[config.mk]
export PLATFORM = sky130hd
export DESIGN_NAME = hazard_forward_unit
export DESIGN_NICKNAME = d
export VERILOG_FILES = /design/src/rtl/mips_pkg.sv /design/src/rtl/hazard_forward_unit_md_busy_counter.sv /design/src/rtl/hazard_forward_unit.sv
export SDC_FILE = /design/constraint.sdc
export NUM_CORES = 1
export LEC_CHECK = 0
export BUFFER_PORTS_ARGS = -buffer_cell sky130_fd_sc_hd__buf_2
export CORE_UTILIZATION = 49
export CTS_CLUSTER_DIAMETER = 100
export DETAILED_ROUTE_END_ITERATION = 8
export PLACE_DENSITY = 0.8
export SLEW_MARGIN = 10
export SYNTH_ARGS = -nofsm -noshare
export SYNTH_HDL_FRONTEND = slang
export SYNTH_SLANG_ARGS = --single-unit
export TNS_END_PERCENT = 20
[constraint.sdc]
create_clock -name clk -period 2 [get_ports clk]
set_clock_uncertainty 0.2 [all_clocks]
set_input_delay 0.1 -clock clk [delete_from_list [all_inputs] [get_ports clk]]
set_output_delay 0.1 -clock clk [all_outputs]
set_load 0.01 [all_outputs]
[src/rtl/mips_pkg.sv]
// Shared definitions for the MIPS32 core: forwarding select codes, the
// hard-wired zero register, and the in-flight register-writer record used by
// the hazard/forwarding tracker.
package mips_pkg;

  localparam int MIPS_REG_W = 5;

  localparam logic [1:0] FWD_REGFILE = 2'b00;
  localparam logic [1:0] FWD_WB      = 2'b01;
  localparam logic [1:0] FWD_MEM     = 2'b10;
  localparam logic [1:0] FWD_RSVD    = 2'b11;

  localparam logic [MIPS_REG_W-1:0] REG_ZERO = '0;

  typedef struct packed {
    logic                  valid;
    logic [MIPS_REG_W-1:0] dst;
    logic                  wr;
    logic                  load;
  } pipe_writer_t;

  // True when an in-flight writer produces the register a used source reads.
  // Register zero is hard-wired, so it never has a producer.
  function automatic logic writer_matches(input pipe_writer_t w,
                                          input logic [MIPS_REG_W-1:0] src,
                                          input logic use_src);
    return use_src && (src != REG_ZERO) && w.valid && w.wr && (w.dst == src);
  endfunction

endpackage

[src/rtl/hazard_forward_unit_md_busy_counter.sv]
// Busy timer for the HI/LO multiply/divide unit. Reloads to the full latency
// when a mult/div enters EX and counts down to zero otherwise.
module md_busy_counter #(
  parameter int LATENCY = 4
) (
  input  logic clk,
  input  logic rst,
  input  logic load,
  output logic busy
);

  localparam int CNT_W = $clog2(LATENCY + 1);

  logic [CNT_W-1:0] count;

  // Reload on a new mult/div, otherwise drain toward zero.
  always_ff @(posedge clk) begin
    if (rst) begin
      count <= '0;
    end else if (load) begin
      count <= CNT_W'(LATENCY);
    end else if (count != '0) begin
      count <= count - CNT_W'(1);
    end
  end

  assign busy = (count != '0);

endmodule

[src/rtl/hazard_forward_unit.sv]
// Hazard detection and operand forwarding for the 5-stage MIPS32 core.
// Tracks the writers in EX/MEM/WB, produces the combinational stall for
// load-use and HI/LO hazards, and registers the EX operand mux selects.
module hazard_forward_unit
  import mips_pkg::*;
#(
  parameter int REG_ADDR_W = 5,
  parameter int MD_LATENCY = 4
) (
  input  logic                  clk,
  input  logic                  rst,
  input  logic                  id_valid,
  input  logic [REG_ADDR_W-1:0] id_rs,
  input  logic [REG_ADDR_W-1:0] id_rt,
  input  logic                  id_use_rs,
  input  logic                  id_use_rt,
  input  logic [REG_ADDR_W-1:0] id_dst,
  input  logic                  id_reg_write,
  input  logic                  id_is_load,
  input  logic                  id_is_md,
  input  logic                  id_reads_hilo,
  input  logic                  ex_flush,
  output logic                  stall,
  output logic [1:0]            ex_fwd_a_sel,
  output logic [1:0]            ex_fwd_b_sel,
  output logic                  md_busy
);

  localparam int TRK_EX  = 0;
  localparam int TRK_MEM = 1;
  localparam int TRK_WB  = 2;

  // Index 0 is the newest writer (EX), index 2 the oldest (WB). The WB slot is
  // kept for completeness but never forwarded: the register file writes in the
  // first half-cycle, so ID already reads the fresh value.
  pipe_writer_t trk [3];
  pipe_writer_t ex_next;

  logic [MIPS_REG_W-1:0] rs_n;
  logic [MIPS_REG_W-1:0] rt_n;
  logic                  load_use;
  logic                  md_stall;
  logic                  bubble;
  logic [1:0]            next_a;
  logic [1:0]            next_b;

  assign rs_n = MIPS_REG_W'(id_rs);
  assign rt_n = MIPS_REG_W'(id_rt);

  // Stall decision: a load in EX feeding ID, or a HI/LO access while busy.
  // A flush squashes the ID instruction, so it always suppresses the stall.
  always_comb begin
    load_use = 1'b0;
    md_stall = 1'b0;
    if (trk[TRK_EX].valid && trk[TRK_EX].load) begin
      load_use = (id_use_rs && (rs_n != REG_ZERO) && (rs_n == trk[TRK_EX].dst)) ||
                 (id_use_rt && (rt_n != REG_ZERO) && (rt_n == trk[TRK_EX].dst));
    end
    md_stall = md_busy && id_valid && (id_is_md || id_reads_hilo);
    stall    = id_valid && !ex_flush && (load_use || md_stall);
    bubble   = stall || ex_flush || !id_valid;
  end

  // Forwarding selects for the ID instruction; the newest producer wins.
  always_comb begin
    next_a = FWD_REGFILE;
    next_b = FWD_REGFILE;
    if (writer_matches(trk[TRK_EX], rs_n, id_use_rs)) begin
      next_a = FWD_MEM;
    end else if (writer_matches(trk[TRK_MEM], rs_n, id_use_rs)) begin
      next_a = FWD_WB;
    end
    if (writer_matches(trk[TRK_EX], rt_n, id_use_rt)) begin
      next_b = FWD_MEM;
    end else if (writer_matches(trk[TRK_MEM], rt_n, id_use_rt)) begin
      next_b = FWD_WB;
    end
  end

  // Record the ID instruction as it moves into EX; a bubble leaves EX empty.
  always_comb begin
    ex_next       = '0;
    ex_next.valid = !bubble;
    ex_next.dst   = MIPS_REG_W'(id_dst);
    ex_next.wr    = id_reg_write;
    ex_next.load  = id_is_load;
  end

  // Advance the writer tracker one stage per cycle.
  always_ff @(posedge clk) begin
    if (rst) begin
      for (int i = 0; i < 3; i++) begin
        trk[i] <= '0;
      end
    end else begin
      trk[TRK_WB]  <= trk[TRK_MEM];
      trk[TRK_MEM] <= trk[TRK_EX];
      trk[TRK_EX]  <= ex_next;
    end
  end

  // Register the selects so they line up with the instruction in EX.
  always_ff @(posedge clk) begin
    if (rst || bubble) begin
      ex_fwd_a_sel <= FWD_REGFILE;
      ex_fwd_b_sel <= FWD_REGFILE;
    end else begin
      ex_fwd_a_sel <= next_a;
      ex_fwd_b_sel <= next_b;
    end
  end

  md_busy_counter #(
    .LATENCY (MD_LATENCY)
  ) u_md_busy (
    .clk  (clk),
    .rst  (rst),
    .load (id_is_md && !bubble),
    .busy (md_busy)
  );

endmodule

==> results of run 1 <==
==> cells in the mapped netlist (all sizes together) (3+ instances only) <==
cell	count	area (um^2)
nor2b	15	93.8
nor3	4	20.0
xnor2	11	96.3
xor2	10	87.6
nand2	3	11.3
or4	4	37.5
o21ai	5	40.0
dfxtp	22	440
nor2	6	22.5
a21oi	3	15.0
nand3	5	25.0
inv	4	15.0
==> where the power goes <==
| part | internal, uW | switching [uW] | total, uW |
|---|---|---|---|
| clock | 111 | 134 | 245 |
| sequential | 477 | 30.1 | 507 |
| combinational | 188 | 186 | 375 |
==> metrics by stage <==
step | TNS [ns] | util [%]
detailed placement | 0 | 62.0
CTS | -0.114 | 76.8
floorplan | 0 | -
global route | -0.350 | 78.1
finish | -0.146 | 78.1
global placement | 0 | 62.0
==> area by class of cell <==
class                           count  area (um^2)
Clock buffer                        4         36.3
Sequential cell                    22          452
Multi-Input combinational cell     78          588
Inverter                            4         15.0
Timing Repair Buffer               57          408
Tap cell                           27         33.8
Fill cell                         141          429
==> worst paths after layout <==
path,start,to,slack [ns],cells after the start
worst min register to register,trk[0][15]$_SDFF_PP0_,ex_fwd_a_sel[0]$_SDFF_PP0_,0.32,2
worst max-delay path,trk[0][2]$_SDFF_PP0_,stall,-0.15,6
worst max register to register,trk[0][2]$_SDFF_PP0_,u_md_busy.count[1]$_SDFFE_PP0N_,0.03,6
worst min-delay path,id_use_rt,ex_fwd_b_sel[1]$_SDFF_PP0_,0.08,5
==> cell families (layout without fill, tap and decap cells) <==
group,after synthesis,in the layout
DFF,22,22
xor gates and xnor gates,21,21
AOI/OAI and AO/OA,14,14
buffers and inverters,5,65
adders and majority gates,2,2
and+or+nand+nor,41,41
==> routing by layer <==
layer	vias up	track usage, %	wire [um]
met5	-	0	0
met4	0	15.6	93
met3	10	3.40	89
met2	39	48.2	1550
met1	473	32.3	1200
li1	478	-	-
==> state kept, by name, indices dropped and copies added, names as in the netlist <==
signal,cells
ex_fwd_b_sel,2
u_md_busy.count,3
ex_fwd_a_sel,2
trk,15
==> critical path, stage by stage, from the launching register on <==
cell and delay [ns]:
dfxtp_2 0.36, xnor2_1 0.17, nand3_1 0.11, or4_4 0.43, a21o_1 0.22, a21oi_2 0.12, buf_2 0.14
==> repair_timing <==
action                                 in CTS  in global routing
pin swaps                                   4                  1
setup endpoints to repair                   1                  2
setup buffers                               3                  0
hold buffers                               22                  0
endpoints found under the hold margin      16                  0
resized for setup                           5                  6
==> metrics.md, run 1 <==
| Metric | Value |
|---|---|
| Worst EP arrival | between 1.5 and 2 ns |
| Yosys Warn Count | 0 |
| ANT cells | 0 |
| Final worst slack | -0.146 ns |
| Worst Max-Slew Pin Slew | approximately 0.33 ns |
| Area Growth Syn to Fin | 50.1% |
| Wire length per cell | between 15 and 20 um |
| Chip height | 47.6 um |
| Placed cell area | around 1200 um^2 |
| Crit Path Class | reg2out |
| Avg Vias per Cell | about 5.2 |
| Largest family of logic cells by synthesized area | simple AND/OR/NAND/NOR gates |
| Total Wirelength | roughly 2900 um |
| Initial DRC count | 21 |
| DR vias | 1000 |
| Synthesized area | between 1000 and 1500 um^2 |
| Max cap viols | 0 |
| Post-route insts no fill | 192 |
| RSZ-0062 raised after global routing | yes |
| Global route overflow | 0 |
| Average size of a mapped cell | slightly below 10 um^2 |
| Global-route usage over all layers | 27.5% |
| Detail Route Antenna Nets | 0 |
| Mux share of post-synthesis cell area | 0% |
| Post-synthesis sequential area ratio | about 43% |
| Final Slew Violations | 0 |
| Cell count after synthesis | 105 |
| Placed Cells | roughly 160 |
| GPL Wtd Cong | 0.850 |
| Row cnt | 16 |
| Post-Synth Adder-Cell Area | 2.45% |
| Seq cells post-synth | 22 |
| CTS tree | built |
| Post-synth EDFFs | 0 |
| Async SR Flop Fraction | 0% |
| First-pass GRT wire length | 4220 um |
| Initial core utilization | 52.0% |
| Die Area | between 2000 and 2500 um^2 |
| Min Hold Slack | approximately 0.081 ns |
| Worst setup SP type | flip-flop |
| Complex-gate fraction of the synthesized area | 11.4% |
| Fmax | 466 MHz |
| Final Hold Fails | 0 |
| Vias in the first global route | 944 |
| P per Cell Area | 735 nW/um^2 |
| Largest net degree at the start of global routing | 19 |
| Layout cell share with drive strength beyond 1 | 33.9% |
| Io pins | 31 |
| Period minus WS final | 2.15 ns |
| Root buffer selected by CTS | clkbuf_4 |
| Top FF cell, synth | dfxtp_1 |
| Count of unique library cells instantiated by Yosys | 24 |
| Pre-antenna DRT Iters | 4 |
| Failing checks | setup timing |
| Most common cell after layout, fill and taps aside | buf_2 |
| Total CTS buffers | 3 |
| H-tree levels | 1 |
| Die Wd | 47.6 um |
| Slew margin rel. | 78.1% |
| Antenna violations before repair | 0 |
| Crit-path max FO | 3 |
| Syn Nets | 132 |
| Bufs on Longest Clock Path | 2 |
| CTS clk-pin slew, worst paths | ~0.12 ns |
| Port buffer count | 30 |
| Post-synthesis xor/xnor area fraction | between 10% and 20% |
| Pre-CTS setup slack | 0.00918 ns |
| Crit end category | output port |
| Setup violations, final | 1 |
| Most frequent cells in the layout | buf_2 (30), dlygate4sd3_1 (22), dfxtp_1 (17) |
| P_leak | 0.000660 uW |
| Nets | ~190 |
| Post-layout instance area | 1530 um^2 |
| Core area | 1960 um^2 |
| Maximum vdd drop | 0.699 mV |
| Min-delay worst type | in2reg |
| Simple logic cell fraction of the synthesized area | 23.2% |
| Total design power | 1130 uW |
| Post-DP HPWL | 1680 um |
| Status | complete, but fails checks |
| Residual DRC count | 0 |
| CP Data Required Time | about 1.7 ns |
| Clk sink count | 22 |
| Tcrit/Tclk final | 107% |
| Clock Latency Late Sink | 0.30 ns |
Note: power is estimated with default switching activity, not from simulation.
==> run 2: changes to the inputs <==
Settings changed: CORE_UTILIZATION 49 to 52, CTS_BUF_LIST from default to sky130_fd_sc_hd__clkbuf_8, PLACE_DENSITY 0.8 to 0.84.
==> run 2 against run 1 <==
- the run still ends with setup timing left
- worst setup slack better by 0.058 ns
- total power increased by 0.33%
- final area decreased by 8.1%
- global-route usage fell by 2.0 points
- clock-buffer cell count is 1 lower
- maximum frequency grew 2.8%
- highest routed layer unchanged
- utilization increased by 0.89 points
- die area down 5.5%
- critical endpoint unchanged
- register-to-register slack got worse by 0.03 ns
- clock power increased by 11%
- sequential power decreased by 0.8%
- via count decreased by 9.2%
==> metrics.md, run 2 (synthesis results as in run 1) <==
| Metric | Value |
|---|---|
| Status | complete, but fails checks |
| Failing checks | setup timing |
| GPL Wtd Cong | 0.831 (-2.3%) |
| Initial DRC count | 24 (+14%) |
| Detail Route Antenna Nets | 0 (unchanged) |
| Initial core utilization | 57.3% (+5.2 points) |
| Die Area | 2140 um^2 (-5.5%) |
| Multi-input logic area | 589 um^2 (+0.21%) |
| Post-route insts no fill | 176 (-8.3%) |
| Crit end category | output port |
| First-pass GRT wire length | 3810 um (-9.8%) |
| DR vias | 908 (-9.2%) |
| Core area | 1780 um^2 (-9.1%) |
| Min-delay worst type | in2reg |
| Die Wd | 46.3 um (-2.8%) |
| Clk sink count | 22 (unchanged) |
| Critical Path Max Stage Delay | 0.51 ns (+0.08 ns) |
| Bufs on Longest Clock Path | 2 (unchanged) |
| Period minus WS final | 2.09 ns (-0.0580 ns) |
| Residual DRC count | 0 (unchanged) |
| Nets | 180 (-6.7%) |
| P per Cell Area | 803 nW/um^2 (+9.2%) |
| Most common cell after layout, fill and taps aside | buf_2 |
| Max reg flops | 15 (unchanged) |
| Most frequent cells in the layout | buf_2 (30), dfxtp_1 (19), nor2b_1 (15) |
| Max cap viols | 0 (unchanged) |
| Antenna violations before repair | 0 (unchanged) |
| Io pins | 31 (unchanged) |
| Total CTS buffers | 3 (unchanged) |
| Chip height | 46.3 um (-2.8%) |
| Final Hold Fails | 0 (unchanged) |
| CP Data Required Time | 1.70 ns (about the same) |
| Setup violations, final | 2 (+1) |
| ANT cells | 0 (unchanged) |
| Critical path's top delay family | simple AND/OR/NAND/NOR gates |
| Registers with the most flip-flops | trk (15), u_md_busy.count (3) |
| Largest net degree at the start of global routing | 19 (unchanged) |
| Worst Max-Slew Pin Slew | 0.418 ns (+0.0891 ns) |
| Worst EP arrival | 1.79 ns (-0.06 ns) |
| Vias in the first global route | 862 (-8.7%) |
| Fmax | 479 MHz (+2.8%) |
| Register-to-Register Setup Slack | 0 ns (-0.03 ns) |
| CP max stage cell | or4_4 |
| Total design power | 1130 uW (+0.33%) |
| Clock Latency Late Sink | 0.26 ns (-0.04 ns) |
| Tcrit/Tclk final | 104% (-2.9 points) |
| Area Growth Syn to Fin | 38.0% |
| Slew margin rel. | 71.9% (-6.2 points) |
| Reg area | 452 um^2 (unchanged) |
| P_leak | 0.000598 uW (-9.4%) |
| H-tree levels | 1 (unchanged) |
| Worst setup SP type | flip-flop |
| Placed Cells | 160 (-1.8%) |
| Row cnt | 15 (-1) |
| Global route overflow | 0 (unchanged) |
| Total Wirelength | 2400 um (-18%) |
| Post-DP HPWL | 1570 um (-6.7%) |
| Crit Path Class | reg2out |
| Pre-antenna DRT Iters | 4 (unchanged) |
| Register bank with the most flops | trk |
| Root buffer selected by CTS | clkbuf_8 |
| RSZ-0062 raised after global routing | yes |
| FILL cells | 104 (-26%) |
| Final Slew Violations | 0 (unchanged) |
| Crit path cell chain | xnor2_2 > nand3_1 > or4_4 > a21o_1 > a21oi_1 > buf_2 |
| Buf/Inv on CP | 1 (unchanged) |
| Port buffer count | 30 (unchanged) |
| Wire length per cell | 13.6 um (-11%) |
| Avg Vias per Cell | 5.16 (-0.95%) |
| CTS clk-pin slew, worst paths | 0.08 ns (-0.04 ns) |
| Maximum vdd drop | 0.619 mV (-11%) |
| Layout cell share with drive strength beyond 1 | 34.4% (+0.50 points) |
| CTS tree | built |
| Final worst slack | -0.0882 ns (+0.0580 ns) |
| Final Util | 79.0% (+0.89 points) |
| Global-route usage over all layers | 25.4% (-2.0 points) |
| Crit-path max FO | 3 (unchanged) |
| Final TNS setup | -0.0901 ns (+0.0561 ns) |
| Pre-CTS setup slack | 0.0125 ns (+0.00332 ns) |
run 2: metal layers:
metal | wire length [um] | track usage (%)
met1 | 1040 | 31.1
met2 | 1220 | 42.8
met3 | 63 | 4.31
met4 | 77 | 11.8
met5 | 0 | 0
run 2: area by class of cell:
type	instances	area share [%]
Multi-Input combinational cell	78	41.8
Sequential cell	22	32.1
Timing Repair Buffer	44	19.9
Clock buffer	3	2.93
Tap cell	25	2.22
Inverter	4	1.07
run 2: power breakdown:
group | internal (uW) | switching (uW) | leakage, uW
sequential | 476 | 27.5 | 0.000183
combinational | 174 | 182 | 0.000394
clock | 134 | 137 | 0.0000216
run 2: final timing paths:
path | start | end | cells past startpoint
hold reg to reg | trk[0][1]$_SDFF_PP0_ | trk[0][9]$_SDFF_PP0_ | 1
setup / recovery | trk[0][2]$_SDFF_PP0_ | stall | 6
hold / removal | rst | trk[0][6]$_SDFF_PP0_ | 2
setup reg to reg | u_md_busy.count[0]$_SDFFE_PP0N_ | ex_fwd_b_sel[0]$_SDFF_PP0_ | 7
run 2: metrics by stage:
stage                     hold slack (ns)  instance area, um^2
after floorplan                   -0.0284                 1020
after global placement              0.108                 1210
after detailed placement            0.112                 1210
after CTS                         0.00431                 1390
after global routing               0.0378                 1410
final                              0.0170                 1410
run 2: repair_timing:
action	4_1_cts	5_1_grt
hold buffers	10	0
endpoints found under the setup margin	1	5
pin swaps	8	1
endpoints found under the hold margin	10	0
buffers inserted	3	0
resized for setup	6	4
